`config.mk`:
```
export PLATFORM = sky130hd
export DESIGN_NAME = vert_mac_col_scheduler
export DESIGN_NICKNAME = d
export VERILOG_FILES = /design/src/rtl/vert_mac_col_scheduler.sv
export SDC_FILE = /design/constraint.sdc
export NUM_CORES = 1
export LEC_CHECK = 0
export ABC_CLOCK_PERIOD_IN_PS = 5200
export CORE_MARGIN = 3
export CORE_UTILIZATION = 45
export DETAILED_ROUTE_END_ITERATION = 10
export GPL_TIMING_DRIVEN = 0
export PLACE_DENSITY = 0.75
export SLEW_MARGIN = 40
export SYNTH_ARGS = -nofsm -noshare
export SYNTH_HDL_FRONTEND = slang
export SYNTH_SLANG_ARGS = --single-unit
```
`constraint.sdc`:
```
create_clock -name clk -period 5.2 [get_ports clk]
set_input_delay 0.52 -clock clk [delete_from_list [all_inputs] [get_ports clk]]
set_output_delay 0.52 -clock clk [all_outputs]
set_load 0.02 [all_outputs]
```
`src/rtl/vert_mac_col_scheduler.sv`:
```
`default_nettype none
// ============================================================================
// Module      : vert_mac_col_scheduler
// Description : Sequences one bit-serial vertical MAC tile. Walks the weight
//               bit-columns MSB->LSB and skips columns that the mask marks as
//               empty. Drives column_idx/is_msb/en_acc/load_accum into the MAC
//               array. A single drain cycle flushes the MAC's two-stage
//               (psum -> accum) pipeline. Issue stalls while the column
//               operands are missing (col_valid low).
// Ports       : clk, reset      - clock, synchronous active-high reset
//               start, col_mask - tile request; mask latched on accept
//               col_valid       - operands for column_idx present at the MAC
//               busy            - not idle
//               en_acc          - MAC enable
//               load_accum      - MAC reloads its accumulator from accum_prev
//               column_idx      - current column / metadata read index
//               is_msb          - issuing column NUM_COL-1
//               col_ack         - column consumed this cycle
//               done            - one-cycle pulse, MAC result is final
// Revision    : 1.0 - initial release
// ============================================================================
module vert_mac_col_scheduler #(
    parameter int NUM_COL = 8,
    parameter int COL_W   = $clog2(NUM_COL)
) (
    input  logic               clk,
    input  logic               reset,
    input  logic               start,
    input  logic [NUM_COL-1:0] col_mask,
    input  logic               col_valid,
    output logic               busy,
    output logic               en_acc,
    output logic               load_accum,
    output logic [COL_W-1:0]   column_idx,
    output logic               is_msb,
    output logic               col_ack,
    output logic               done
);

    localparam logic [1:0] c_ST_IDLE  = 2'd0;
    localparam logic [1:0] c_ST_ISSUE = 2'd1;
    localparam logic [1:0] c_ST_DRAIN = 2'd2;
    localparam logic [1:0] c_ST_DONE  = 2'd3;

    localparam logic [COL_W-1:0]   c_MSB_IDX  = COL_W'(NUM_COL - 1);
    localparam logic [NUM_COL-1:0] c_MSB_ONLY = {1'b1, {(NUM_COL-1){1'b0}}};

    logic [1:0]         r_state;
    logic [1:0]         w_state_nxt;
    logic [NUM_COL-1:0] r_rem_mask;
    logic [NUM_COL-1:0] w_rem_mask_nxt;
    logic [1:0]         r_issue_cnt;
    logic [1:0]         w_issue_cnt_nxt;
    logic [1:0]         w_issue_cnt_inc;
    logic [COL_W-1:0]   w_hi_idx;
    logic [NUM_COL-1:0] w_hi_onehot;
    logic [NUM_COL-1:0] w_rem_after_ack;

    // Highest set bit of the remaining mask; the later (higher) index wins.
    always_comb begin
        w_hi_idx = '0;
        for (int i = 0; i < NUM_COL; i++) begin
            if (r_rem_mask[i]) begin
                w_hi_idx = COL_W'(i);
            end
        end
    end

    assign w_hi_onehot     = NUM_COL'(1) << w_hi_idx;
    assign w_rem_after_ack = r_rem_mask & ~w_hi_onehot;

    // The counter only has to tell the 1st, 2nd and later en_acc cycles apart.
    assign w_issue_cnt_inc = (r_issue_cnt == 2'd2) ? 2'd2 : r_issue_cnt + 2'd1;

    always_ff @(posedge clk) begin
        if (reset) begin
            r_state     <= c_ST_IDLE;
            r_rem_mask  <= '0;
            r_issue_cnt <= 2'd0;
        end else begin
            r_state     <= w_state_nxt;
            r_rem_mask  <= w_rem_mask_nxt;
            r_issue_cnt <= w_issue_cnt_nxt;
        end
    end

    always_comb begin
        w_state_nxt     = r_state;
        w_rem_mask_nxt  = r_rem_mask;
        w_issue_cnt_nxt = r_issue_cnt;
        busy            = 1'b0;
        en_acc          = 1'b0;
        load_accum      = 1'b0;
        column_idx      = '0;
        is_msb          = 1'b0;
        col_ack         = 1'b0;
        done            = 1'b0;

        case (r_state)
            c_ST_IDLE: begin
                if (start) begin
                    w_state_nxt = c_ST_ISSUE;
                    // An empty mask still issues the MSB column, so the
                    // accumulator is always reloaded from accum_prev.
                    w_rem_mask_nxt  = (col_mask == '0) ? c_MSB_ONLY : col_mask;
                    w_issue_cnt_nxt = 2'd0;
                end
            end

            c_ST_ISSUE: begin
                busy       = 1'b1;
                column_idx = w_hi_idx;
                is_msb     = (w_hi_idx == c_MSB_IDX);
                // Without operands the whole MAC pipeline freezes, and the
                // column is held.
                if (col_valid) begin
                    en_acc          = 1'b1;
                    col_ack         = 1'b1;
                    load_accum      = (r_issue_cnt == 2'd1);
                    w_rem_mask_nxt  = w_rem_after_ack;
                    w_issue_cnt_nxt = w_issue_cnt_inc;
                    if (w_rem_after_ack == '0) begin
                        w_state_nxt = c_ST_DRAIN;
                    end
                end
            end

            c_ST_DRAIN: begin
                // This cycle moves the last psum into accum. It becomes the
                // load cycle when the tile issued only a single column.
                busy            = 1'b1;
                en_acc          = 1'b1;
                load_accum      = (r_issue_cnt == 2'd1);
                w_issue_cnt_nxt = w_issue_cnt_inc;
                w_state_nxt     = c_ST_DONE;
            end

            c_ST_DONE: begin
                busy        = 1'b1;
                done        = 1'b1;
                w_state_nxt = c_ST_IDLE;
            end

            default: begin
                w_state_nxt = c_ST_IDLE;
            end
        endcase
    end

endmodule
`default_nettype wire
```
# After elaboration in Yosys (flattened, before gate mapping)
# Index checks and enable logic that the tools add are counted.
word_totals:
  output_inout_bits: 9
  register_bits: 12
  wordCells: 53
classes:
  add_sub_neg: 1
  n_reduce_logical: 9
  bitwise: 2
  shifts: 1
  n_mux: 28
  n_eq_ne: 9
op_table:
  columns: ["operator", "count"]
  rows:
  - ["8-bit two-way mux", 3]
  - ["3-bit two-way mux", 7]
  - ["8-bit logical NOT", 2]
  - ["8-bit case mux with 2 select lines", 1]
  - ["2-bit two-way mux", 6]
  - ["3-bit AND reduction", 3]
  - ["8-bit AND", 1]
  - ["8-bit NOT", 1]
  - ["2-bit case mux with 4 select lines", 1]
  - ["1-bit by 3-bit left shift with 8-bit output (first input constant)", 1]
  - ["1-bit two-way mux", 7]
  - ["2-bit equality test (second input constant)", 3]
  - ["2-bit != test (second input constant)", 3]
  - ["2-bit case mux with 3 select lines", 1]
  - ["2-bit by 1-bit equality test with 1-bit output (second input constant)", 2]
  - ["1-bit case mux with 2 select lines", 2]
  - ["3-bit equality test (second input constant)", 1]
  - ["3-bit nonzero test", 1]
  - ["3-bit OR reduction", 1]
  - ["2-bit by 1-bit adder with 2-bit output (second input constant)", 1]
  - ["2-bit logical NOT", 1]
  - ["2-bit nonzero test", 1]

# Longest topological paths before layout
# Gate-level depths: netlist of run 1.
logic_depth:
  depth_word: 14
  depth_mapped: 8
  depth_no_buf: 7

# Worst setup path after synthesis of run 1
# Ideal clock, no wire load.
synth_timing:
  kind: "register to output"
  startpoint: "reg r_state[1]"
  endpoint: "out load_accum"
  path_stages_with_launch: 7
  required_ns: 4.680
  t_arrival_ns: 1.452
  slack_ns: 3.228
  n_path_buf: 1
  cell_sequence: "dfxtp_1 > inv_1 > ha_1 > buf_6 > and2_1 > o21a_1 > and2_1"
synth_between:
  elab_chain_cells: 2
  elab_cells_between_ends: 3
  classes_between: "2 x eq/ne; 1 x mux"
synth_lines:
  columns: ["element", "line", "rtl"]
  rows:
  - ["start: declaration", "48", "logic [1:0] r_state;"]
  - ["start signal: assignment", "77", "r_state <= c_ST_IDLE;"]
  - ["start signal: assignment", "81", "r_state <= w_state_nxt;"]
  - ["2-bit equality test / 2-bit by 1-bit equality test with 1-bit output (equally long branches)", "99", "case (r_state)"]
  - ["1-bit case mux with 2 select lines *", "99", null]
  - ["end: declaration", "33", "output logic load_accum,"]
# Every way passes the cells marked *; elsewhere a longest branch is shown, timed or not.

# Worst setup path after layout of run 1
# Ends and elaborated chain as after synthesis.

==> results of run 1 <==
[cell usage in the layout (no fill, tap or decap), types with 2 or more instances in the layout]
master	Yosys	final
clkdlybuf4s50_1	0	20
nor2_1	14	14
a21oi_1	12	12
dfxtp_1	12	12
inv_1	10	10
o21ai_0	10	10
nand2_1	7	7
ha_1	7	7
nor3_1	3	3
clkbuf_4	0	3
buf_6	2	2
and2_1	2	2
o21a_1	2	2
or3_1	2	2
nor4_1	2	2
o41ai_1	2	2
or2_2	2	2
nand3_1	2	2
a22oi_1	2	2
[worst min-delay path, stage by stage, from the launching register on]
cell and delay (ns):
dfxtp_1 0.31, o21ai_0 0.07, a21oi_1 0.06
[per-layer routing]
metal / wire length, µm / track usage / vias up
li1: - / - / 420
met1: 883 / 0.242 / 359
met2: 771 / 0.247 / 21
met3: 119 / 0.0337 / 2
met4: 14 / 0.0569 / 0
met5: 0 / 0 / -
[state kept, by name (all words and copies together) (netlist names)]
register,cells
r_state,2
r_rem_mask,8
r_issue_cnt,2
[worst paths after layout]
| path | from | endpoint | slack (ns) | cells past startpoint |
|---|---|---|---|---|
| setup reg to reg | r_state[1] | r_rem_mask[0] | 3.10 | 8 |
| hold / removal | r_issue_cnt[1] | r_issue_cnt[1] | 0.48 | 2 |
| setup / recovery | r_state[1] | load_accum | 2.63 | 7 |
| hold reg to reg | r_issue_cnt[1] | r_issue_cnt[1] | 0.48 | 2 |
[per-stage QoR]
step,worst slack [ns],total power [µW],area [µm²]
4_1_cts,2.63,599,1070
6_report,2.63,594,1070
2_1_floorplan,3.23,434,817
3_5_place_dp,2.70,541,1050
5_1_grt,2.52,657,1070
3_3_place_gp,2.69,534,1050
[area by class of cell]
class                   count  area share
inverters                  10      0.0351
well taps                  24      0.0281
plain buffers               3      0.0246
flip-flops and latches     12       0.225
clock buffers               3      0.0211
repair buffers             20       0.187
multi-input cells          82       0.480
[cell families after synthesis]
family	Yosys count
DFF	12
AOI/OAI and AO/OA	34
and+or+nand+nor	40
adders and majority gates	8
buffers and inverters	13
[power breakdown]
group          switching [µW]  leakage (µW)  total, µW  internal, µW
clock network            26.7     0.0000138       53.4          26.7
logic                     208      0.000305        378           170
registers                37.4     0.0000984        163           125
total                     272      0.000417        594           322
==> impl_metrics.yaml, run 1 <==
timing:
  worstMarginPinSlew_ns: 0.651
  skew_ns: 0.00203
  rsz0062_at_grt: "false"
  relSlewSlack: 0.564
  holdWs_ns: 0.483
  min_period_over_period: 0.493
  tns_ns: 0
  period_minus_slack_ns: 2.57
  slew_violations: 0
  setup_violations: 0
  hold_viol_final: 0
  max_freq_ghz: 0.390
cts:
  cts_sinks: 12
  clk_pin_slew_ns: 0.07
  clk_latency_ns: 0.26
  cts_made_buffers: 3
  ctsHoldBuffers: 0
  clk_path_buf_depth: 2
  cts-root-buf: "clkbuf_4"
  cts_tree: "built"
  cts_resized: 0
  post_cts_buffers: 0
  htreeDepth: 1
status:
  status: "finished, final reports clean"
setup_path:
  crit_path_end_kind: "output pin"
  crit_slowest_cell: "clkdlybuf4s50_1"
  critPathMaxStageDelay_ns: 0.53
  cp_cell_sequence: "inv_1 > ha_1 > buf_6 > and2_1 > o21a_1 > and2_1 > clkdlybuf4s50_1"
  cp.arrival_ns: 2.05
  critPathMostFrequentCell: "and2_1"
  cp.required_ns: 4.68
  cp_max_fo: 10
  crit_family: "buffers and inverters"
  path_class: "reg -> out"
  startpoint_type: "flop"
  cp_num_buf_inv: 3
logic_synthesis:
  synth_top_cells_by_count: "nor2_1 (14), a21oi_1 (12), dfxtp_1 (12)"
  ys_types: 31
  async_reset_ff_frac: 0
  synth_top_cell_by_area: "dfxtp_1"
  synth_mux_area_frac: 0
  ys.flop_type: "dfxtp_1"
  yosys_warnings: 0
  syn_avg_cell_area_um2: 7.64
  synth_top_area_frac: 0.294
  yosysSeqAreaShare: 0.294
  synthAdderAreaFrac: 0.119
  netlist_area_um2: 817
  synth_simple_gate_area_share: 0.259
  synth_xor_area_frac: 0
  synth_top_family_by_area: "simple AND/OR/NAND/NOR gates"
  synthCells: 107
  synth-compound-area-share: 0.250
  synth_area_leaders: "dfxtp_1 (29%), ha_1 (11%), a21oi_1 (7.4%), nor2_1 (6.4%), o21ai_0 (6.1%)"
  yosys.cell_count.top_type: "nor2_1"
  synth-edff-count: 0
  syn_nets: 126
  ys_ff_latch: 12
global_routing:
  grt_pass1_vias: 737
  grt_max_degree: 11
  antenna_found_initial: 0
  grt_usage: 0.168
  grt_pass1_wl_um: 3220
  overflow: 0
cells_and_area:
  nNetsFinal: 151
  fin_cells: 154
  multiInputGateArea_um2: 513
  syn2layout_area_growth_pct: 30.9
  nFillCells: 157
  drive_above_1_share: 0.0923
  final_core_util: 0.664
  seq_area_um2: 240
  antennaDiodeCount: 0
floorplanning:
  initial_utilization: 0.507
  rows: 14
  die_width_um: 48.6
  dieArea_mm2: 0.00236
  io_pins: 21
  die_height_um: 48.6
  core_mm2: 0.00161
place:
  place_inst: 151
  dp_hpwl_um: 1400
  gp_congestion: 0.826
  port_buffers: 20
routing:
  wire_per_inst_um: 11.6
  drcViolationCount: 0
  routed_wirelength_um: 1790
  drt-pass1-iter-count: 4
  vias: 802
  drt_iter0_markers: 13
  vias_per_cell: 5.21
  ant_nets: 0
worst_hold_path:
  hp-class: "reg -> reg"
job:
  drv_cap: 0
power_and_ir_drop:
  ir_drop_v: 0.000335
  leakage_uw: 0.000417
  cellPowerDensity_mw_per_mm2: 555
No activity file was read; power rests on OpenSTA's default activity.
==> run 2: changes to the inputs <==
ABC_CLOCK_PERIOD_IN_PS = 2100   (was 5200)
CORE_UTILIZATION = 42   (was 45)
PLACE_DENSITY = 0.73   (was 0.75)
clock period = 2.1 ns   (was 5.2 ns; I/O delays follow)
==> impl_metrics.yaml, run 2 (synthesis results as in run 1) <==
setup_path:
  crit_path_end_kind: "flop"
  path_class: "reg -> reg"
  cp-startpoint: "r_state[1]"
  cp.arrival_ns: 2.13
  worstReg2RegStart: "r_state[1]"
  startpoint_type: "flop"
  cp_max_fo: 10
  cp.required_ns: 2.24
floorplanning:
  die_width_um: 50.1
  die_height_um: 50.1
  rows: 15
  core_mm2: 0.00178
  io_pins: 21
  initial_utilization: 0.458
  dieArea_mm2: 0.00251
timing:
  worstMarginPinSlew_ns: 0.604
  setup_violations: 0
  max_freq_ghz: 0.501
  tns_ns: 0
  rsz0062_at_grt: "false"
  hold_viol_final: 0
  slew_violations: 0
  min_period_over_period: 0.950
  period_minus_slack_ns: 1.99
  relSlewSlack: 0.596
  skew_ns: 0.00461
cts:
  cts_made_buffers: 3
  clk_latency_ns: 0.26
  htreeDepth: 1
  cts_tree: "built"
  clk_pin_slew_ns: 0.07
  cts_sinks: 12
  cts-root-buf: "clkbuf_4"
  clk_path_buf_depth: 2
power_and_ir_drop:
  ir_drop_v: 0.000721
  leakage_uw: 0.000476
  cellPowerDensity_mw_per_mm2: 1400
  power_uw: 1540
cells_and_area:
  syn2layout_area_growth_pct: 34.6
  drive_above_1_share: 0.128
  nNetsFinal: 154
  regMostFlops: "r_rem_mask"
  largest_reg_flops: 8
  final_common_cell: "clkdlybuf4s50_1"
  top_regs: "r_rem_mask (8), r_issue_cnt (2), r_state (2)"
  nFillCells: 166
  antennaDiodeCount: 0
  layout_common_cells: "clkdlybuf4s50_1 (15), nor2_1 (13), a21oi_1 (12)"
routing:
  drcViolationCount: 0
  routed_wirelength_um: 1910
  drt-pass1-iter-count: 4
  vias: 843
  drt_iter0_markers: 19
  ant_nets: 0
  wire_per_inst_um: 12.1
  vias_per_cell: 5.34
place:
  port_buffers: 20
  dp_hpwl_um: 1460
  gp_congestion: 0.791
worst_hold_path:
  min-delay-start: "r_issue_cnt[1]"
  hp-class: "reg -> reg"
global_routing:
  antenna_found_initial: 0
  grt_max_degree: 11
  grt_pass1_wl_um: 3110
  grt_usage: 0.157
  grt_pass1_vias: 730
  overflow: 0
job:
  drv_cap: 0
status:
  status: "finished, final reports clean"
## run 2: what timing repair did
item                       in CTS  in global routing
gates resized for setup         3                  5
pin swaps                       0                  1
setup buffers                   0                  3
setup endpoints to repair       3                 11
hold buffers                    0                  0
## run 2: through the flow
step	cell area, µm²	hold WS, ns	util	setup slack [ns]	instances
finish	1100	0.474	0.617	0.106	158
global placement	1050	0.462	0.588	0.0506	152
floorplan	817	0.312	-	0.335	107
CTS	1070	0.476	0.599	0.0114	155
detailed placement	1050	0.466	0.588	0.0149	152
global route	1100	0.526	0.617	0.0104	158
## run 2: final cells by class
class                   count  area, µm²  share of cell area
well taps                  25       31.3              0.0284
repair buffers             23        225               0.205
plain buffers               3       26.3              0.0239
flip-flops and latches     12        241               0.220
inverters                  10       37.5              0.0341
multi-input cells          82        515               0.469
clock buffers               3       22.5              0.0205
## run 2: layer usage
| layer | GRT usage | wire length, µm | vias to the layer above | share of wire |
|---|---|---|---|---|
| met5 | 0 | 0 | - | 0 |
| met4 | 0.0415 | 11 | 0 | 0.0058 |
| met3 | 0.0211 | 83 | 2 | 0.044 |
| met2 | 0.250 | 903 | 19 | 0.47 |
| met1 | 0.219 | 906 | 394 | 0.48 |
| li1 | - | - | 428 | - |
## run 2: final timing paths
path,endpoint,slack [ns],cells after the start
setup reg to reg,r_rem_mask[0],0.11,9
hold reg to reg,r_issue_cnt[1],0.47,2
hold / removal,r_issue_cnt[1],0.47,2
setup / recovery,r_rem_mask[0],0.11,9
## run 2: worst max-delay path, stage by stage, from the launching register on
cell and delay [ns]:
dfxtp_2 0.34, inv_1 0.08, ha_1 0.20, buf_6 0.14, or2b_2 0.16, o211ai_1 0.24, buf_4 0.24, or2_2 0.28
a22oi_1 0.15, nor2_1 0.06
## run 2: power by group
group | total, µW | internal [µW] | switching, µW
sequential | 407 | 312 | 95.4
clock | 133 | 66.0 | 66.7
combinational | 998 | 463 | 535
total | 1540 | 841 | 697
==> run 3: changes to the inputs <==
CAP_MARGIN = 25   (was not set)
CORE_UTILIZATION = 45   (was 42)
DONT_BUFFER_PORTS = 1   (was not set)
PLACE_DENSITY = not set   (was 0.73)
SLEW_MARGIN = 25   (was 40)
==> impl_metrics.yaml, run 3 (synthesis results as in run 1) <==
timing:
  setup_violations: 0
  period_minus_slack_ns: 2.00
  tns_ns: 0
  relSlewSlack: 0.626
  max_freq_ghz: 0.500
  min_period_over_period: 0.952
  holdWs_ns: 0.0320
  slew_violations: 0
  rsz0062_at_grt: "false"
  skew_ns: 0.00391
  hold_viol_final: 0
  worstMarginPinSlew_ns: 0.558
global_routing:
  antenna_found_initial: 0
  grt_pass1_wl_um: 2980
  grt_max_degree: 11
  grt_pass1_vias: 691
  grt_usage: 0.161
  overflow: 0
floorplanning:
  initial_utilization: 0.507
  rows: 14
  core_mm2: 0.00161
  die_height_um: 48.6
  die_width_um: 48.6
  dieArea_mm2: 0.00236
  io_pins: 21
cells_and_area:
  final_common_cell: "nor2_1"
  antennaDiodeCount: 0
  drive_above_1_share: 0.167
  nFillCells: 179
  multiInputGateArea_um2: 518
  largest_reg_flops: 8
  nNetsFinal: 134
  layout_common_cells: "nor2_1 (13), a21oi_1 (12), dfxtp_1 (12)"
  top_regs: "r_rem_mask (8), r_issue_cnt (2), r_state (2)"
  seq_area_um2: 240
  syn2layout_area_growth_pct: 11.5
  regMostFlops: "r_rem_mask"
routing:
  wire_per_inst_um: 12.8
  vias_per_cell: 5.36
  drt-pass1-iter-count: 4
  vias: 740
  ant_nets: 0
  routed_wirelength_um: 1770
  drcViolationCount: 0
  drt_iter0_markers: 19
cts:
  htreeDepth: 1
  cts_sinks: 12
  clk_pin_slew_ns: 0.07
  cts_tree: "built"
  cts_made_buffers: 3
  clk_path_buf_depth: 2
  ctsHoldBuffers: 0
  clk_latency_ns: 0.28
  cts-root-buf: "clkbuf_4"
power_and_ir_drop:
  ir_drop_v: 0.00102
  cellPowerDensity_mw_per_mm2: 1620
  leakage_uw: 0.000366
setup_path:
  cp_num_buf_inv: 2
  critPathMaxStageDelay_ns: 0.36
  crit_path_end_kind: "output pin"
  cp.required_ns: 1.89
  cp_max_fo: 10
  startpoint_type: "flop"
  crit_family: "simple AND/OR/NAND/NOR gates"
  cp_cell_sequence: "inv_1 > ha_1 > buf_6 > and2_2 > o21a_2 > and2_1"
  path_class: "reg -> out"
  cp.arrival_ns: 1.79
  crit_slowest_cell: "dfxtp_1"
place:
  gp_congestion: 0.774
  port_buffers: 0
  dp_hpwl_um: 1350
worst_hold_path:
  hp-class: "in -> reg"
job:
  drv_cap: 0
status:
  status: "finished, final reports clean"
[run 3: final cells by class]
class,instances,share of cell area
plain buffers,3,0.0288
multi-input cells,82,0.569
inverters,10,0.0412
repair buffers,3,0.0247
clock buffers,4,0.0398
well taps,24,0.0330
flip-flops and latches,12,0.264
[run 3: worst register-to-register path: stages, from the launching register on]
cell and delay (ns):
dfxtp_1 0.36, inv_1 0.10, ha_1 0.20, buf_6 0.14
or2b_2 0.16, o21ai_0 0.17, a311o_1 0.37, o41ai_1 0.34
[run 3: worst paths after layout]
path,from,end,slack [ns],cells after the start
setup / recovery,r_state[1],load_accum,0.10,6
setup reg to reg,r_state[1],r_state[0],0.17,7
hold / removal,reset,r_state[0],0.03,1
hold reg to reg,r_issue_cnt[1],r_issue_cnt[1],0.48,2
[run 3: per-layer routing]
layer	wire length, µm	up-vias	track usage
met1	905	326	0.221
met5	0	-	0
met4	41	0	0.0995
met3	86	4	0.0368
li1	-	390	-
met2	739	20	0.226
[run 3: through the flow]
| step | utilization | instance area (µm²) | power [µW] | worst slack [ns] | std cells |
|---|---|---|---|---|---|
| CTS | 0.549 | 885 | 1410 | 0.0170 | 135 |
| global route | 0.565 | 911 | 1620 | 0.00354 | 138 |
| finish | 0.565 | 911 | 1480 | 0.100 | 138 |
| global placement | 0.526 | 847 | 1220 | 0.0485 | 131 |
| floorplan | - | 817 | 1070 | 0.335 | 107 |
| detailed placement | 0.526 | 847 | 1220 | 0.0310 | 131 |
[run 3: report_power, final]
part	total [µW]	switching, µW	internal, µW
clock	187	81.6	106
sequential	404	93.9	310
combinational	888	509	378
total	1480	685	794
[run 3: repair_timing]
item / 4_1_cts / 5_1_grt
endpoints found under the hold margin: 0 / 0
buffers inserted: 0 / 3
endpoints found under the setup margin: 1 / 9
gates resized for setup: 1 / 2
pin swaps: 0 / 1
